<file path="src/rtl/booth_seq_mult_if.sv">
`default_nettype none
// ============================================================================
// Module   : booth_seq_mult_if
// Brief    : Start/busy/done handshake and operand/product bundle for the
//            sequential Booth multiplier.
// Revision : 1.0 - initial release
// ============================================================================
interface booth_seq_mult_if #(
    parameter int W = 8
);
    logic             start;
    logic             is_signed;
    logic [W-1:0]     a;
    logic [W-1:0]     b;
    logic             busy;
    logic             done;
    logic [2*W-1:0]   product;

    modport master (
        output start, is_signed, a, b,
        input  busy, done, product
    );

    modport slave (
        input  start, is_signed, a, b,
        output busy, done, product
    );
endinterface
`default_nettype wire

</file>
<file path="src/rtl/booth_seq_mult.sv">
`default_nettype none
// ============================================================================
// Module   : booth_seq_mult
// Brief    : Radix-2 Booth multiplier, one Booth step per clock, signed or
//            unsigned per operation, start/busy/done handshake.
// Revision : 1.0 - initial release
// ============================================================================
module booth_seq_mult #(
    parameter int W = 8
) (
    input  logic            clk,
    input  logic            rst,
    booth_seq_mult_if.slave bus
);
    localparam int            CW     = $clog2(W + 1);
    localparam logic [CW-1:0] C_LAST = CW'(W);

    typedef enum logic [1:0] {
        S_IDLE = 2'd0,
        S_RUN  = 2'd1,
        S_DONE = 2'd2
    } state_t;

    state_t            r_state;
    state_t            w_state_nxt;
    logic [W:0]        r_m;
    logic [W:0]        r_q;
    logic              r_e;
    logic [W+1:0]      r_a;
    logic [CW-1:0]     r_cnt;
    logic [2*W-1:0]    r_product;

    logic              w_accept;
    logic              w_last;
    logic              w_busy;
    logic              w_done;
    logic [W+1:0]      w_m_ext;
    logic [W+1:0]      w_sum;
    logic [W+1:0]      w_a_nxt;
    logic [W:0]        w_q_nxt;

    always_ff @(posedge clk) begin
        if (rst) begin
            r_state <= S_IDLE;
        end else begin
            r_state <= w_state_nxt;
        end
    end

    // busy/done decode only the state register, so inputs never reach outputs
    always_comb begin
        w_state_nxt = r_state;
        w_accept    = 1'b0;
        w_busy      = 1'b0;
        w_done      = 1'b0;
        w_last      = (r_cnt == C_LAST);
        case (r_state)
            S_IDLE: begin
                if (bus.start) begin
                    w_accept    = 1'b1;
                    w_state_nxt = S_RUN;
                end
            end
            S_RUN: begin
                w_busy = 1'b1;
                if (w_last) begin
                    w_state_nxt = S_DONE;
                end
            end
            S_DONE: begin
                w_done = 1'b1;
                if (bus.start) begin
                    w_accept    = 1'b1;
                    w_state_nxt = S_RUN;
                end else begin
                    w_state_nxt = S_IDLE;
                end
            end
            default: w_state_nxt = S_IDLE;
        endcase
    end

    // One Booth step: add/subtract M by {Q0,E}, then arithmetic shift of {A,Q,E}
    always_comb begin
        w_m_ext = {r_m[W], r_m};
        case ({r_q[0], r_e})
            2'b10:   w_sum = r_a - w_m_ext;
            2'b01:   w_sum = r_a + w_m_ext;
            default: w_sum = r_a;
        endcase
        w_a_nxt = {w_sum[W+1], w_sum[W+1:1]};
        w_q_nxt = {w_sum[0], r_q[W:1]};
    end

    always_ff @(posedge clk) begin
        if (rst) begin
            r_m       <= '0;
            r_q       <= '0;
            r_e       <= 1'b0;
            r_a       <= '0;
            r_cnt     <= '0;
            r_product <= '0;
        end else if (w_accept) begin
            r_m   <= {bus.is_signed & bus.a[W-1], bus.a};
            r_q   <= {bus.is_signed & bus.b[W-1], bus.b};
            r_e   <= 1'b0;
            r_a   <= '0;
            r_cnt <= '0;
        end else if (r_state == S_RUN) begin
            r_a   <= w_a_nxt;
            r_q   <= w_q_nxt;
            r_e   <= r_q[0];
            r_cnt <= r_cnt + CW'(1);
            if (w_last) begin
                r_product <= {w_a_nxt[W-2:0], w_q_nxt};
            end
        end
    end

    assign bus.busy    = w_busy;
    assign bus.done    = w_done;
    assign bus.product = r_product;

endmodule
`default_nettype wire

</file>
<file path="src/flat_wrapper.sv">
// flat-port wrapper written by rule: the top's interface ports become plain ports
module booth_seq_mult_flat 
#(
    parameter int W = 8
)
  (clk, rst, bus_start, bus_is_signed, bus_a, bus_b, bus_busy, bus_done, bus_product);
  booth_seq_mult_if #(.W(W)) bus_i ();
  input  logic clk;
  input  logic rst;
  input wire logic [$bits(bus_i.start)-1:0] bus_start;
  input wire logic [$bits(bus_i.is_signed)-1:0] bus_is_signed;
  input wire logic [$bits(bus_i.a)-1:0] bus_a;
  input wire logic [$bits(bus_i.b)-1:0] bus_b;
  output wire logic [$bits(bus_i.busy)-1:0] bus_busy;
  output wire logic [$bits(bus_i.done)-1:0] bus_done;
  output wire logic [$bits(bus_i.product)-1:0] bus_product;
  assign bus_i.start = bus_start;
  assign bus_i.is_signed = bus_is_signed;
  assign bus_i.a = bus_a;
  assign bus_i.b = bus_b;
  assign bus_busy = bus_i.busy;
  assign bus_done = bus_i.done;
  assign bus_product = bus_i.product;
  booth_seq_mult #(.W(W)) u_core (.clk(clk), .rst(rst), .bus(bus_i));
endmodule
</file>
<file path="config.mk">
export PLATFORM = sky130hd
export DESIGN_NAME = booth_seq_mult_flat
export DESIGN_NICKNAME = d
export VERILOG_FILES = /design/src/rtl/booth_seq_mult_if.sv /design/src/rtl/booth_seq_mult.sv /design/src/flat_wrapper.sv
export SDC_FILE = /design/constraint.sdc
export NUM_CORES = 1
export LEC_CHECK = 0
export ABC_AREA = 1
export ABC_CLOCK_PERIOD_IN_PS = 4660
export CAP_MARGIN = 20
export CORE_UTILIZATION = 45
export CTS_CLUSTER_SIZE = 40
export DETAILED_ROUTE_END_ITERATION = 6
export PLACE_DENSITY = 0.79
export SLEW_MARGIN = 20
export SYNTH_ARGS = -nofsm -noshare
export SYNTH_HDL_FRONTEND = slang
export SYNTH_SLANG_ARGS = --single-unit
export TNS_END_PERCENT = 100
</file>
<file path="constraint.sdc">
create_clock -name clk -period 4.66 [get_ports clk]
set_input_delay 0.699 -clock clk [delete_from_list [all_inputs] [get_ports clk]]
set_output_delay 0.699 -clock clk [all_outputs]
set_load 0.01 [all_outputs]
</file>
==> impl_metrics.py <==
metrics = {
    "synth": {
        "ys.flop_type": "dfxtp_1",
        "synth_edf_count": 0,
        "syn_inst": 381,
        "avgSynthCellArea_um2": 7.21,
        "netlist_area_um2": 2750,
        "yosysUniqueCellTypes": 39,
        "synth_nets": 415,
        "synth-seq-cells": 50,
        "ys_warn_count": 0,
        "ys_seq_area_share_pct": 36.4,
        "async_reset_ff_share_pct": 0,
    },
    "clocking": {
        "cts_buffer_depth": 2,
        "cts-hold-fix-buffers": 0,
        "path_clk_slew_ps": 100,
        "htreeDepth": 2,
        "clockRootBuffer": "clkbuf_8",
        "postCtsSetupRepairBufs": 0,
        "cts_tree": "built",
        "numCtsBuffers": 5,
        "cts_sinks": 50,
        "worstSkewPairLatency_ps": 310,
        "cts_resized": 0,
    },
    "floorplan": {
        "dieHeight_um": 80.2,
        "die_area_um2": 6420,
        "core-area_um2": 5920,
        "ios": 38,
        "initial_utilization_pct": 46.4,
        "die_w_um": 80.2,
        "fp-row-count": 28,
    },
    "layout": {
        "register_area_um2": 1000,
        "drive_gt1_share_pct": 9.64,
        "nets": 448,
        "area_growth_pct": 18.1,
        "antenna_cells": 0,
        "final_util_pct": 54.8,
        "multiInputGateArea_um2": 1480,
        "num-fill-cells": 556,
    },
    "worst_setup_path": {
        "critPathLaunchType": "input pin",
        "crit_required_ps": 4860,
        "critPathSlowestCell": "clkdlybuf4s50_1",
        "worstSetupStartpoint": "rst",
        "cp_cell_sequence": "clkdlybuf4s50_1, clkinv_1, nand3_1, o21ai_0",
        "worst_setup_path_end_kind": "register",
        "reg2reg_slack_ps": 2010,
        "cp_top_family": "buffers and inverters",
        "crit_fanout": 19,
        "path_class": "in -> reg",
        "critPathBufInv": 2,
        "r2r-start": "u_core.r_m[0]",
        "worst_ep_arrival_time_ps": 2850,
        "max_stage_delay_ps": 1040,
    },
    "timing": {
        "period_share_pct": 56.8,
        "worst_slew_pin_slew_ps": 866,
        "hold_viol": 0,
        "fin_skew_ps": 8.96,
        "relSlewSlack_pct": 42.1,
        "rsz0062_at_grt": "no",
        "period_needed_ps": 2650,
        "worst_slack_ps": 2010,
        "finalMaxSlewViolations": 0,
        "setup_viol": 0,
        "fmax_mhz": 378,
        "fin_setup_tns_ps": 0,
    },
    "routing": {
        "vias": 2482,
        "dr.pass1.iters": 4,
        "drc": 0,
        "postRouteAntennaNets": 0,
        "routed_wl_mm": 6.06,
        "drtIter0Drc": 153,
        "wire_per_inst_um": 12.4,
        "viasPerCell": 5.07,
    },
    "hold_path": {
        "hp-start": "u_core.r_q[2]",
        "hold_path_class": "reg -> reg",
    },
    "pwr": {
        "pwr-share-seq_pct": 44.8,
        "power_density_nw_per_um2": 317,
        "p_int_mw": 0.702,
        "p_sw_share_pct": 31.7,
        "power.clock.fraction_pct": 30.6,
        "vdd_drop_max_mv": 0.169,
        "p_comb_share_pct": 24.6,
        "p_leak_nw": 1.51,
        "p_sw_mw": 0.326,
    },
    "outcome": {
        "status": "complete, no violations",
    },
    "placement": {
        "dp_slack_ps": 1710,
        "hpwl_mm": 4.55,
        "io_buffers": 37,
        "gp_congestion": 0.852,
    },
    "grt": {
        "antenna_found_initial": 0,
        "grt_first_pass_wirelength_mm": 9.89,
        "grt_overflow": 0,
        "first_global_vias": 2279,
        "grt_max_degree": 30,
        "grt_util_all_layers_pct": 19.8,
    },
    "job": {
        "maxCapViolations": 0,
    },
}
## cell usage in the layout (no fill, tap or decap), drive strengths merged, types with 10 or more instances in the layout
| cell type | instances |
|---|---|
| a21oi | 21 |
| a31oi | 10 |
| clkdlybuf4s50 | 37 |
| dfxtp | 50 |
| ha | 13 |
| inv | 47 |
| nand2 | 106 |
| nand3 | 34 |
| nor2 | 42 |
| o21ai | 19 |
## cells in the mapped netlist (4+ instances only)
cell type,count,area (µm²)
a21oi_1,19,95.1
a31oi_1,10,62.6
buf_4,5,37.5
dfxtp_1,50,1000
ha_1,13,163
inv_1,36,135
inv_2,8,30.0
nand2_1,99,372
nand2_2,6,37.5
nand3_1,31,155
nor2_1,35,131
nor2_4,4,45.0
o21ai_0,18,90.1
xor2_1,8,70.1
## cell families (layout without fill, tap and decap cells)
logic type / after synthesis / count (layout) / synth area share [%]
buf+inv: 59 / 93 / 9.60
fa+ha+maj: 14 / 14 / 6.65
simple gates: 190 / 190 / 31.9
flops: 50 / 50 / 36.4
mux: 1 / 1 / 0.364
compound gates: 59 / 59 / 12.6
xor+xnor: 8 / 8 / 2.55
## power groups by stage
stage | sequential (mW) | clock (mW) | combinational, mW
after floorplan | 0.467 | 0 | 0.198
after global placement | 0.470 | 0 | 0.243
after detailed placement | 0.471 | 0 | 0.251
after CTS | 0.461 | 0.314 | 0.253
after global routing | 0.463 | 0.335 | 0.286
final | 0.461 | 0.314 | 0.253
## stage by stage
stage / cell area [µm²] / hold WS, ps / std cells / power [mW]
6_report: 3250 / 472 / 490 / 1.03
3_3_place_gp: 3130 / 451 / 482 / 0.713
2_1_floorplan: 2750 / 435 / 381 / 0.666
3_5_place_dp: 3130 / 452 / 482 / 0.722
4_1_cts: 3250 / 466 / 490 / 1.03
5_1_grt: 3250 / 492 / 490 / 1.08
## flip-flops by register name, indices dropped and copies added (netlist names)
signal / cells
u_core.bus.product: 16
u_core.r_a: 9
u_core.r_cnt: 4
u_core.r_e: 1
u_core.r_m: 9
u_core.r_q: 9
u_core.r_state: 2
## path summary, 6_finish.rpt
kind | endpoint | depth (start not counted)
hold / removal | u_core.bus.product[1] | 2
setup reg to reg | u_core.bus.product[15] | 15
setup / recovery | u_core.r_m[7] | 4
hold reg to reg | u_core.bus.product[1] | 2
## metal layers
metal / GRT usage (%) / part of all wire [%] / up-vias
met5: 0 / 0 / -
met4: 6.43 / 1.6 / 0
met3: 3.86 / 4.1 / 10
met2: 34.4 / 48 / 56
met1: 24.6 / 46 / 1121
li1: - / - / 1295
## worst min-delay path, delay by kind of cell (launching register included)
kind             cells  cell delay [ps]
and+or+nand+nor      2              100
DFF                  1              330
## layout make-up
| type | count | area share [%] |
|---|---|---|
| flip-flops and latches | 50 | 30.8 |
| clock buffers | 5 | 2.12 |
| repair buffers | 37 | 11.4 |
| inverters | 48 | 5.70 |
| clock inverters | 3 | 1.35 |
| well taps | 75 | 2.89 |
| multi-input cells | 272 | 45.7 |
No activity file was read; power rests on OpenSTA's default activity.
